--- src/rtl/ssp_tx_serializer.sv ---
// ssp_tx_serializer: SSP transmit serializer with a one-word holding buffer, frame sync and output enable.
// Define SSP_TX_PARITY_EN to append an even-parity bit after each frame's data bits.
module ssp_tx_serializer #(
    parameter int DATA_WIDTH = 8,
    parameter bit MSB_FIRST = 1'b1
) (
    input  logic                  SSPCLKOUT,
    input  logic                  CLEAR,
    input  logic [DATA_WIDTH-1:0] TX_DATA,
    input  logic                  TX_VALID,
    output logic                  TX_READY,
    output logic                  SSPTXD,
    output logic                  SSPOE_B,
    output logic                  SSPFSSOUT,
    output logic                  TX_BUSY,
    output logic                  FRAME_DONE
);
    localparam int CW = $clog2(DATA_WIDTH);
    localparam logic [CW-1:0] TOP = CW'(DATA_WIDTH - 1);
    typedef enum logic [1:0] {IDLE, SYNC, SHIFT} state_t;
    state_t state, state_n;
    logic [DATA_WIDTH-1:0] hold, hold_n, shift_r, shift_n;
    logic [CW-1:0] count, count_n;
    logic hold_full, hold_full_n, txd_n, oe_b_n, fss_n;
    logic accept, last, pre_last;
`ifdef SSP_TX_PARITY_EN
    logic par, par_n, par_phase, par_phase_n;
`endif
    function automatic logic first_bit(input logic [DATA_WIDTH-1:0] w);
        return MSB_FIRST ? w[DATA_WIDTH-1] : w[0];
    endfunction
    function automatic logic [DATA_WIDTH-1:0] advance(input logic [DATA_WIDTH-1:0] w);
        return MSB_FIRST ? w << 1 : w >> 1;
    endfunction
    assign TX_READY = ~hold_full;
    assign TX_BUSY = (state != IDLE) || hold_full;
    assign FRAME_DONE = last;
    assign accept = TX_VALID && !hold_full;
`ifdef SSP_TX_PARITY_EN
    assign last = (state == SHIFT) && par_phase;
    assign pre_last = (state == SHIFT) && (count == '0) && !par_phase;
`else
    assign last = (state == SHIFT) && (count == '0);
    assign pre_last = (state == SHIFT) && (count == CW'(1));
`endif
    always_comb begin
        state_n = state;
        hold_n = accept ? TX_DATA : hold;
        hold_full_n = hold_full || accept;
        shift_n = shift_r;
        count_n = count;
        txd_n = SSPTXD;
        oe_b_n = SSPOE_B;
        // Sync pulse is raised entering the final cycle whenever a next word will be waiting.
        fss_n = pre_last && (hold_full || accept);
`ifdef SSP_TX_PARITY_EN
        par_n = par;
        par_phase_n = par_phase;
`endif
        case (state)
            IDLE: begin
                if (hold_full) begin
                    state_n = SYNC;
                    shift_n = hold;
                    hold_full_n = 1'b0;
                    fss_n = 1'b1;
`ifdef SSP_TX_PARITY_EN
                    par_n = ^hold;
`endif
                end
            end
            SYNC: begin
                state_n = SHIFT;
                count_n = TOP;
                oe_b_n = 1'b0;
                txd_n = first_bit(shift_r);
                shift_n = advance(shift_r);
            end
            SHIFT: begin
                if (last && hold_full) begin
                    hold_full_n = 1'b0;
                    count_n = TOP;
                    txd_n = first_bit(hold);
                    shift_n = advance(hold);
`ifdef SSP_TX_PARITY_EN
                    par_n = ^hold;
                    par_phase_n = 1'b0;
`endif
                end else if (last) begin
                    state_n = IDLE;
                    oe_b_n = 1'b1;
                    txd_n = 1'b0;
                    count_n = TOP;
`ifdef SSP_TX_PARITY_EN
                    par_phase_n = 1'b0;
                end else if (count == '0) begin
                    par_phase_n = 1'b1;
                    txd_n = par;
`endif
                end else begin
                    count_n = count - 1'b1;
                    txd_n = first_bit(shift_r);
                    shift_n = advance(shift_r);
                end
            end
            default: state_n = IDLE;
        endcase
    end
    always_ff @(posedge SSPCLKOUT or posedge CLEAR) begin
        if (CLEAR) begin
            state <= IDLE;
            hold <= '0;
            hold_full <= 1'b0;
            shift_r <= '0;
            count <= TOP;
            SSPTXD <= 1'b0;
            SSPOE_B <= 1'b1;
            SSPFSSOUT <= 1'b0;
`ifdef SSP_TX_PARITY_EN
            par <= 1'b0;
            par_phase <= 1'b0;
`endif
        end else begin
            state <= state_n;
            hold <= hold_n;
            hold_full <= hold_full_n;
            shift_r <= shift_n;
            count <= count_n;
            SSPTXD <= txd_n;
            SSPOE_B <= oe_b_n;
            SSPFSSOUT <= fss_n;
`ifdef SSP_TX_PARITY_EN
            par <= par_n;
            par_phase <= par_phase_n;
`endif
        end
    end
endmodule

--- config.mk ---
export PLATFORM = sky130hd
export DESIGN_NAME = ssp_tx_serializer
export DESIGN_NICKNAME = d
export VERILOG_FILES = /design/src/rtl/ssp_tx_serializer.sv
export SDC_FILE = /design/constraint.sdc
export NUM_CORES = 1
export LEC_CHECK = 0
export CORE_MARGIN = 2
export CORE_UTILIZATION = 54
export DETAILED_ROUTE_END_ITERATION = 10
export GPL_TIMING_DRIVEN = 0
export PLACE_DENSITY = 0.78
export SLEW_MARGIN = 20
export SYNTH_ARGS = -nofsm -noshare
export SYNTH_HDL_FRONTEND = slang
export SYNTH_SLANG_ARGS = --single-unit
--- constraint.sdc ---
create_clock -name SSPCLKOUT -period 2.3 [get_ports SSPCLKOUT]
set_input_delay 0.23 -clock SSPCLKOUT [delete_from_list [all_inputs] [get_ports SSPCLKOUT]]
set_output_delay 0.23 -clock SSPCLKOUT [all_outputs]
set_load 0.005 [all_outputs]
==> impl_metrics.csv, run 1 <==
group,metric,value,unit
power,p_sw,0.8459,mW
clock_tree,clock_sinks,25,
placed_design,place_area,0.001540,mm²
clock_tree,root_buffer,"clkbuf_4",
clock_tree,cts_made_buffers,3,
logic_synthesis,synthMostInstantiatedCell,"o21ai_0",
logic_synthesis,synth_area_per_cell,9.522,µm²
placed_design,pre_cts_slack,0.3575,ns
finish,final_area,0.001573,mm²
power,pwr-share-clk,0.103,
grt,grt_max_degree,26,
grt,grt_pass1_vias,1036,
power,intPower,1.142,mW
timing,timing.final.crit_period,2.197,ns
grt,grt_usage,0.2236,
finish,num_antenna_cells,0,
finish,final_util,0.6526,
power,p_per_area,1264,mW/mm²
floorplan,num_rows,18,
power,p_leak,0.7050,nW
timing,rsz0062_at_grt,"false",
placed_design,placed_cells,187,
finish,syn_to_final_growth,17.15,%
clock_tree,post_cts_resized,0,
timing,setup_viol,0,
floorplan,die_area,0.002901,mm²
placed_design,dp_hpwl,2024,µm
timing,fin_setup_tns,0,ns
logic_synthesis,synth_top_area_frac,0.3914,
routing,vias,1101,
routing,viasPerCell,5.764,
setup_path,cp_max_fo,6,
logic_synthesis,yosysSeqAreaShare,0.4697,
finish,fillCellCount,205,
setup_path,critPathBufInv,2,
power,combPwrFrac,0.514,
logic_synthesis,yosys-top-cells-count,"o21ai_0, dfrtp_1, nand2_1",
clock_tree,cts_setup_buffers,0,
setup_path,cp_top_family,"flip-flops",
power,ir_worst_vdd,0.0007340,V
power,total_power,1.988,mW
timing,min_period_over_period,0.9553,
setup_path,cp_cell_sequence,"inv_1 > ha_2 > nand2b_1 > nor2_2 > clkdlybuf4s50_1",
clock_tree,postCtsHoldBufs,0,
grt,antenna_found_initial,0,
clock_tree,clk_latency,0.33,ns
routing,wl,2865,µm
logic_synthesis,syn_inst,141,
worst_hold_path,hold_class,"in2async",
placed_design,place.gp.congestion,0.7966,
grt,grt_pass1_wl,4623,µm
setup_path,cp_data_required_time,2.07,ns
setup_path,startpoint_type,"flop",
setup_path,worst_path_max_delay_cell,"dfstp_2",
power,switching_share,0.4254,
logic_synthesis,synth_edf_count,0,
logic_synthesis,yosys_warnings,0,
logic_synthesis,yosys-top-cells-area,"dfrtp_1, o21ai_0, dfstp_2, ha_1, nand2_1",
timing,relSlewSlack,0.3826,
routing,first_pass_iters,4,
logic_synthesis,ys_types,29,
setup_path,max_stage_delay,0.59,ns
floorplan,chipHeight,53.86,µm
setup_path,critical_path_arrival,1.97,ns
routing,ant_nets,0,
timing,tightest_slew,0.9203,ns
logic_synthesis,syn_nets,160,
clock_tree,h-tree-depth,1,
finish,drive_above_1_share,0.1304,
logic_synthesis,ys_ff_latch,25,
finish,nNetsFinal,181,
setup_path,crit_type,"reg2out",
placed_design,portBuffers,16,
logic_synthesis,yosysTopAreaCell,"dfrtp_1",
clock_tree,clkTransAtPathRegs,0.14,ns
floorplan,die_x,53.86,µm
grt,grt_overflow,0,
flow_run,cap_violations,0,
floorplan,core,0.002410,mm²
clock_tree,cts_max_path_buffers,2,
timing,finalHoldViolations,0,
clock_tree,cts_tree,"done",
logic_synthesis,synth_area,0.001343,mm²
timing,clock_skew,0.006098,ns
power,seqPwrFrac,0.383,
timing,drv_slew,0,
floorplan,pin_count,17,
routing,wl_per_cell,15.00,µm
run_status,status,"completed",
timing,hold_ws,0.2731,ns
logic_synthesis,synthArstFlopShare,1.000,
floorplan,start_util,0.5571,
timing,setup_ws,0.1028,ns
timing,fmax,455.1,MHz
logic_synthesis,ys.flop_type,"dfrtp_1",
routing,drt_iter0_drc,43,
finish,final_cells,191,
setup_path,critPathCaptureType,"output port",
routing,route.detailed.drc,0,
## power groups by stage
stage	sequential, mW	clock, mW	combinational (mW)
after global routing	0.782	0.220	1.16
after detailed placement	0.771	0	1.02
after CTS	0.761	0.207	1.02
final	0.761	0.206	1.02
after global placement	0.759	0	0.982
after floorplan	0.735	0	0.744
## state kept, by name (all words and copies together), names as in the netlist
register	cells
hold	8
shift_r	8
count	3
state	2
SSPFSSOUT	1
SSPOE_B	1
SSPTXD	1
hold_full	1
## placed cells by master, fill, tap and decap left out, types with 4 or more instances in the layout
| master | n |
|---|---|
| o21ai_0 | 26 |
| a21oi_1 | 7 |
| nand2_1 | 17 |
| nor2_1 | 4 |
| mux2_2 | 4 |
| dfrtp_1 | 21 |
| ha_1 | 7 |
| o221ai_1 | 6 |
| clkdlybuf4s50_1 | 16 |
| dfstp_2 | 4 |
| inv_1 | 15 |
## area by class of cell
type                    instances  area, µm²  share of cell area
repair buffers                 16      160.2              0.1018
clock inverters                 1      5.005            0.003182
well taps                      30      37.54             0.02387
clock buffers                   3      22.52             0.01432
flip-flops and latches         25      630.6              0.4010
plain buffers                   7      40.04             0.02546
inverters                      16      60.06             0.03819
multi-input cells              93      616.8              0.3922
## worst reg2reg max path: stages (launching register included)
cell	delay (ns)
dfrtp_1	0.46
inv_1	0.09
ha_1	0.28
clkbuf_1	0.25
clkbuf_1	0.39
o221ai_1	0.20
o21ai_0	0.11
o21ai_1	0.07
## routing by layer
layer | vias up | GRT usage | wire (µm) | share of wire
met2 | 21 | 0.3780 | 1347 | 0.47
met3 | 5 | 0.03611 | 108 | 0.038
met1 | 546 | 0.2870 | 1370 | 0.48
met5 | - | 0 | 0 | 0
met4 | 0 | 0.08120 | 38 | 0.013
li1 | 529 | - | - | -
## cell families after synthesis
| family | count (synthesis) | share of synthesized area |
|---|---|---|
| mux | 4 | 0.03355 |
| flops | 25 | 0.4697 |
| buf+inv | 23 | 0.07456 |
| simple gates | 31 | 0.1128 |
| fa+ha+maj | 8 | 0.07456 |
| compound gates | 50 | 0.2349 |
## path summary, 6_finish.rpt
kind,startpoint,to,slack (ns),cells past startpoint
setup / recovery,count[0],FRAME_DONE,0.10,5
hold / removal,CLEAR,hold[5],0.27,2
min in group SSPCLKOUT,TX_DATA[4],hold[4],0.44,3
max in group asynchronous,CLEAR,SSPTXD,1.60,2
hold reg to reg,shift_r[2],shift_r[2],0.50,2
setup reg to reg,state[0],shift_r[1],0.35,7
No activity file was read; power rests on OpenSTA's default activity.
==> inputs of run 2 (changes only) <==
Settings changed: CORE_MARGIN 2 to not set.
Clock period 2.3 ns to 2.1 ns, I/O delays scaled along.
==> run 2 against run 1 <==
  * Sequential share of layout area shrank 0.81 points
  * Total power grew 12%
  * Final cell count grew 0.52%
  * First-iteration DRC count shrank 14%
  * Design area grew 2.1%
  * Combinational power grew 16%
  * Critical path depth is the same
  * Critical path type unchanged
  * Register-to-register slack lost 0.13 ns
  * Worst hold slack lost 0.026 ns
  * Routed wire length grew 3.4%
==> impl_metrics.csv, run 2 (same netlist as run 1, synthesis figures left out) <==
group,metric,value,unit
run_status,status,"completed",
setup_path,critical_path_arrival,1.83,ns
worst_hold_path,hold_class,"in2async",
setup_path,max_stage_delay,0.58,ns
setup_path,startpoint_type,"flop",
power,p_per_area,1392,mW/mm²
grt,grt_max_degree,26,
timing,drv_slew,0,
floorplan,core,0.002276,mm²
placed_design,portBuffers,16,
power,pwr-share-clk,0.101,
finish,syn_to_final_growth,19.57,%
setup_path,cp_top_family,"flip-flops",
setup_path,worst_path_max_delay_cell,"dfstp_2",
clock_tree,clk_latency,0.32,ns
timing,fin_setup_tns,0,ns
routing,route.detailed.drc,0,
timing,fmax,491.2,MHz
routing,wl,2962,µm
floorplan,die_area,0.002689,mm²
routing,m1WireLength,1330,µm
timing,hold_ws,0.2468,ns
routing,met3_length,99,µm
placed_design,place.gp.congestion,0.8285,
finish,num_antenna_cells,0,
setup_path,critPathCaptureType,"output port",
clock_tree,clkTransAtPathRegs,0.15,ns
timing,min_period_over_period,0.9694,
grt,grt_pass1_vias,1098,
setup_path,crit_cells,5,
finish,final_util,0.7053,
floorplan,pin_count,17,
placed_design,dp_hpwl,2040,µm
routing,ant_nets,0,
placed_design,placed_cells,185,
routing,dr_wl_met2,1506,µm
grt,grt_overflow,0,
clock_tree,clock_sinks,25,
finish,nNetsFinal,184,
timing,rsz0062_at_grt,"false",
finish,reg_top3,"hold (8), shift_r (8), count (3)",
finish,fillCellCount,180,
finish,mostFrequentLayoutCells,"o21ai_0, dfrtp_1, nand2_1, clkdlybuf4s50_1, inv_1",
power,p_sw,0.9614,mW
setup_path,cp_cell_sequence,"inv_1 > ha_2 > nand2b_4 > nor2_4 > clkdlybuf4s50_1",
timing,tightest_slew,0.8842,ns
clock_tree,cts_max_path_buffers,2,
floorplan,chipHeight,51.86,µm
floorplan,die_x,51.86,µm
timing,clock_skew,0.003301,ns
finish,drive_above_1_share,0.1585,
grt,antenna_found_initial,0,
timing,timing.final.crit_period,2.036,ns
timing,finalHoldViolations,0,
routing,first_pass_iters,4,
power,seqPwrFrac,0.369,
setup_path,crit_type,"reg2out",
setup_path,critPathBufInv,2,
clock_tree,cts_made_buffers,3,
setup_path,cp_max_fo,6,
routing,wl_per_cell,15.43,µm
grt,grt_pass1_wl,5078,µm
routing,viasPerCell,5.786,
finish,multiInputGateArea,629.4,µm²
floorplan,start_util,0.5899,
floorplan,num_rows,17,
power,intPower,1.273,mW
setup_path,reg2reg_slack,0.22,ns
flow_run,cap_violations,0,
power,ir_worst_vdd,0.0008407,V
power,combPwrFrac,0.530,
grt,grt_usage,0.2566,
setup_path,reg2regPathDepth,7,
power,p_leak,0.7284,nW
timing,setup_viol,0,
clock_tree,root_buffer,"clkbuf_4",
timing,relSlewSlack,0.4069,
routing,drt_iter0_drc,37,
routing,routed.top_layer,"met4",
clock_tree,cts_tree,"done",
setup_path,cp_data_required_time,1.89,ns
clock_tree,h-tree-depth,1,
power,switching_share,0.4302,
finish,final_cells,192,
finish,seq_area,630.6,µm²
routing,vias,1111,
finish,final_common_cell,"o21ai_0",
## run 2: through the flow
stage          setup slack [ns]  area (µm²)  power, mW
6_report                0.06433        1605      2.235
5_1_grt               0.0003964        1605      2.418
4_1_cts                 0.03135        1585      2.210
3_5_place_dp             0.1866        1538      1.971
3_3_place_gp             0.2467        1538      1.907
2_1_floorplan            0.4477        1343      1.620
## run 2: repair_timing
action                                  CTS  global route
gates resized for setup                   3             2
hold buffers                              0             0
setup buffers                             1             2
endpoints found under the setup margin    1             1
## run 2: power by group through the flow
stage | Clock (mW) | Combinational [mW] | Sequential, mW
finish | 0.226 | 1.18 | 0.825
global route | 0.240 | 1.33 | 0.850
CTS | 0.227 | 1.16 | 0.824
detailed placement | 0 | 1.13 | 0.845
global placement | 0 | 1.08 | 0.829
floorplan | 0 | 0.815 | 0.805
## run 2: final cells by class
class,instances,area share
Buffer,7,0.02494
Clock buffer,3,0.01403
Clock inverter,1,0.003118
Inverter,16,0.03741
Multi-Input combinational cell,93,0.3921
Sequential cell,25,0.3928
Tap cell,28,0.02182
Timing Repair Buffer,19,0.1138
## run 2: final timing paths
kind | start | to
worst max-delay path | count[0] | FRAME_DONE
worst min-delay path | CLEAR | hold[7]
worst max register to register | state[1] | shift_r[3]
worst min register to register | count[1] | count[1]
max in group asynchronous | CLEAR | hold[6]
min in group SSPCLKOUT | TX_DATA[2] | hold[2]
## run 2: worst register-to-register path: cells and delay by family, from the launching register on
| kind | cells | cell delay, ns |
|---|---|---|
| AO/OA/AOI/OAI | 3 | 0.37 |
| adder cells (fa/ha/maj) | 1 | 0.28 |
| buffers and inverters | 3 | 0.72 |
| flip-flops | 1 | 0.43 |
## run 2: routing by layer
metal,global-route usage,up-vias
met5,0,-
met4,0.09009,0
met3,0.02924,4
met2,0.4188,23
met1,0.3511,547
li1,-,537
==> inputs of run 3 (changes only) <==
Settings changed: CORE_MARGIN set to 3, CORE_UTILIZATION 54 to 45, PLACE_DENSITY 0.78 to 0.67, REMOVE_ABC_BUFFERS set to 1.
==> run 3 against run 2 <==
  * Register-to-register slack got worse by 0.06 ns
  * Final cell count shrank 2.1%
  * Worst hold slack improved by 0.15 ns
  * Fmax is 1.5% higher
  * First-iteration DRC count shrank 30%
  * Global-route usage fell by 9.9 points
  * Highest routed layer unchanged
  * Routed wire length is 12% lower
  * Total power shrank 4.3%
  * Clock power is 5% lower
  * Utilization is 14 points lower
  * Setup slack improved by 0.029 ns
  * Design area fell by 0.70%
==> impl_metrics.csv, run 3 (same netlist as run 1, synthesis figures left out) <==
group,metric,value,unit
finish,reg_top3,"hold (8), shift_r (8), count (3)",
timing,drv_slew,0,
setup_path,r2r_end,"shift_r[4]",
grt,grt_pass1_vias,918,
floorplan,die_area,0.003675,mm²
grt,antenna_found_initial,0,
setup_path,critical_path_arrival,1.80,ns
floorplan,die_x,60.62,µm
power,combPwrFrac,0.501,
finish,syn_to_final_growth,18.73,%
finish,final_common_cell,"o21ai_0",
setup_path,critPathCaptureType,"output port",
setup_path,reg2regPathDepth,6,
timing,timing.final.crit_period,2.007,ns
floorplan,pin_count,17,
power,intPower,1.251,mW
grt,grt_pass1_wl,4395,µm
timing,relSlewSlack,0.3302,
clock_tree,root_buffer,"clkbuf_4",
power,p_per_area,1341,mW/mm²
placed_design,portBuffers,16,
routing,drt_iter0_drc,26,
power,switching_share,0.4150,
timing,fin_setup_tns,0,ns
clock_tree,cts_max_path_buffers,2,
setup_path,startpoint_type,"flop",
routing,route.detailed.drc,0,
routing,vias,1041,
power,pwr-share-clk,0.100,
setup_path,r2r-start,"state[0]",
placed_design,dp_hpwl,1741,µm
timing,setup_viol,0,
clock_tree,cts_tree,"done",
timing,rsz0062_at_grt,"false",
routing,viasPerCell,5.537,
grt,grt_usage,0.1580,
floorplan,start_util,0.4786,
clock_tree,cts_made_buffers,3,
routing,ant_nets,0,
power,p_sw,0.8873,mW
timing,min_period_over_period,0.9555,
power,seqPwrFrac,0.399,
placed_design,place.gp.congestion,0.8206,
timing,finalHoldViolations,0,
placed_design,pre_cts_slack,-0.1139,ns
finish,num_antenna_cells,0,
floorplan,chipHeight,60.62,µm
setup_path,cp_data_required_time,1.89,ns
finish,drive_above_1_share,0.1656,
clock_tree,clk_latency,0.31,ns
clock_tree,h-tree-depth,1,
power,ir_worst_vdd,0.0005377,V
timing,setup_ws,0.09343,ns
grt,grt_overflow,0,
routing,wl_per_cell,13.93,µm
setup_path,cp_max_fo,4,
setup_path,crit_start,"state[0]",
setup_path,reg2reg_slack,0.16,ns
routing,first_pass_iters,4,
finish,final_util,0.5682,
setup_path,crit_path_end,"FRAME_DONE",
floorplan,core,0.002805,mm²
timing,fmax,498.4,MHz
clock_tree,clkTransAtPathRegs,0.14,ns
timing,clock_skew,0.003484,ns
clock_tree,clock_sinks,25,
finish,nNetsFinal,177,
power,p_leak,0.7044,nW
grt,grt_max_degree,26,
worst_hold_path,hold_class,"in2async",
run_status,status,"completed",
floorplan,num_rows,19,
power,total_power,2.138,mW
finish,mostFrequentLayoutCells,"o21ai_0, dfrtp_1, nand2_1, clkdlybuf4s50_1, inv_1",
setup_path,crit_type,"reg2out",
routing,wl,2619,µm
finish,fillCellCount,279,
timing,tightest_slew,1.003,ns
flow_run,cap_violations,0,
[run 3: cell types whose count changed in the layout (fill, tap and decap cells not counted)]
cell	before	now
buf_6	1	0
buf_4	4	3
nor2_4	1	0
clkinv_1	1	0
nor2_2	0	1
buf_2	2	0
clkbuf_1	3	0
dfrtp_2	0	1
clkinvlp_4	0	1
ha_4	0	2
dfrtp_1	21	20
ha_1	7	5
[run 3: worst min-delay path by stage]
stage	endpoint	start	cells past startpoint	slack, ns
2_1_floorplan	SSPFSSOUT	CLEAR	1	0.23
3_3_place_gp	shift_r[0]	shift_r[0]	2	0.46
3_5_place_dp	shift_r[2]	shift_r[2]	2	0.46
4_1_cts	hold[0]	CLEAR	2	0.42
5_1_grt	hold[4]	TX_DATA[4]	3	0.43
6_report	hold[0]	CLEAR	2	0.39
[run 3: area by class of cell]
cell class	instances	area [µm²]	area share
Clock buffer	3	22.52	0.01413
Tap cell	31	38.79	0.02433
Clock inverter	1	5.005	0.003140
Inverter	16	63.81	0.04003
Multi-Input combinational cell	93	649.4	0.4074
Sequential cell	25	631.9	0.3964
Timing Repair Buffer	19	182.7	0.1146
[run 3: per-stage QoR]
| step | hold slack (ns) | instances | area (µm²) |
|---|---|---|---|
| 3_5_place_dp | 0.4648 | 181 | 1501 |
| 2_1_floorplan | 0.2344 | 134 | 1303 |
| 3_3_place_gp | 0.4563 | 181 | 1501 |
| 4_1_cts | 0.4210 | 187 | 1573 |
| 6_report | 0.3945 | 188 | 1594 |
| 5_1_grt | 0.4336 | 188 | 1594 |
[run 3: per-layer routing]
layer / wire [µm] / track usage / up-vias
met3: 101 / 0.01915 / 2
met5: 0 / 0 / -
met1: 1278 / 0.2345 / 495
met2: 1223 / 0.2427 / 24
met4: 16 / 0.04644 / 0
li1: - / - / 520
[run 3: what timing repair did]
| action | in CTS | in global routing |
|---|---|---|
| gates resized for setup | 6 | 4 |
| gates cloned | 0 | 0 |
| hold buffers | 0 | 0 |
| pin swaps | 0 | 0 |
| setup buffers | 2 | 1 |
| setup endpoints to repair | 9 | 8 |
[run 3: worst max-delay path, stage by stage, from the launching register on]
cell and delay [ns]:
dfrtp_2 0.46, inv_2 0.10, ha_4 0.16, clkinvlp_4 0.09, nor2_2 0.16, clkdlybuf4s50_1 0.53
[run 3: power groups by stage]
stage	clock network, mW	logic, mW	registers, mW
after floorplan	0	0.729	0.823
after global placement	0	0.972	0.851
after detailed placement	0	0.994	0.864
after CTS	0.225	1.05	0.854
after global routing	0.245	1.22	0.885
final	0.214	1.07	0.853
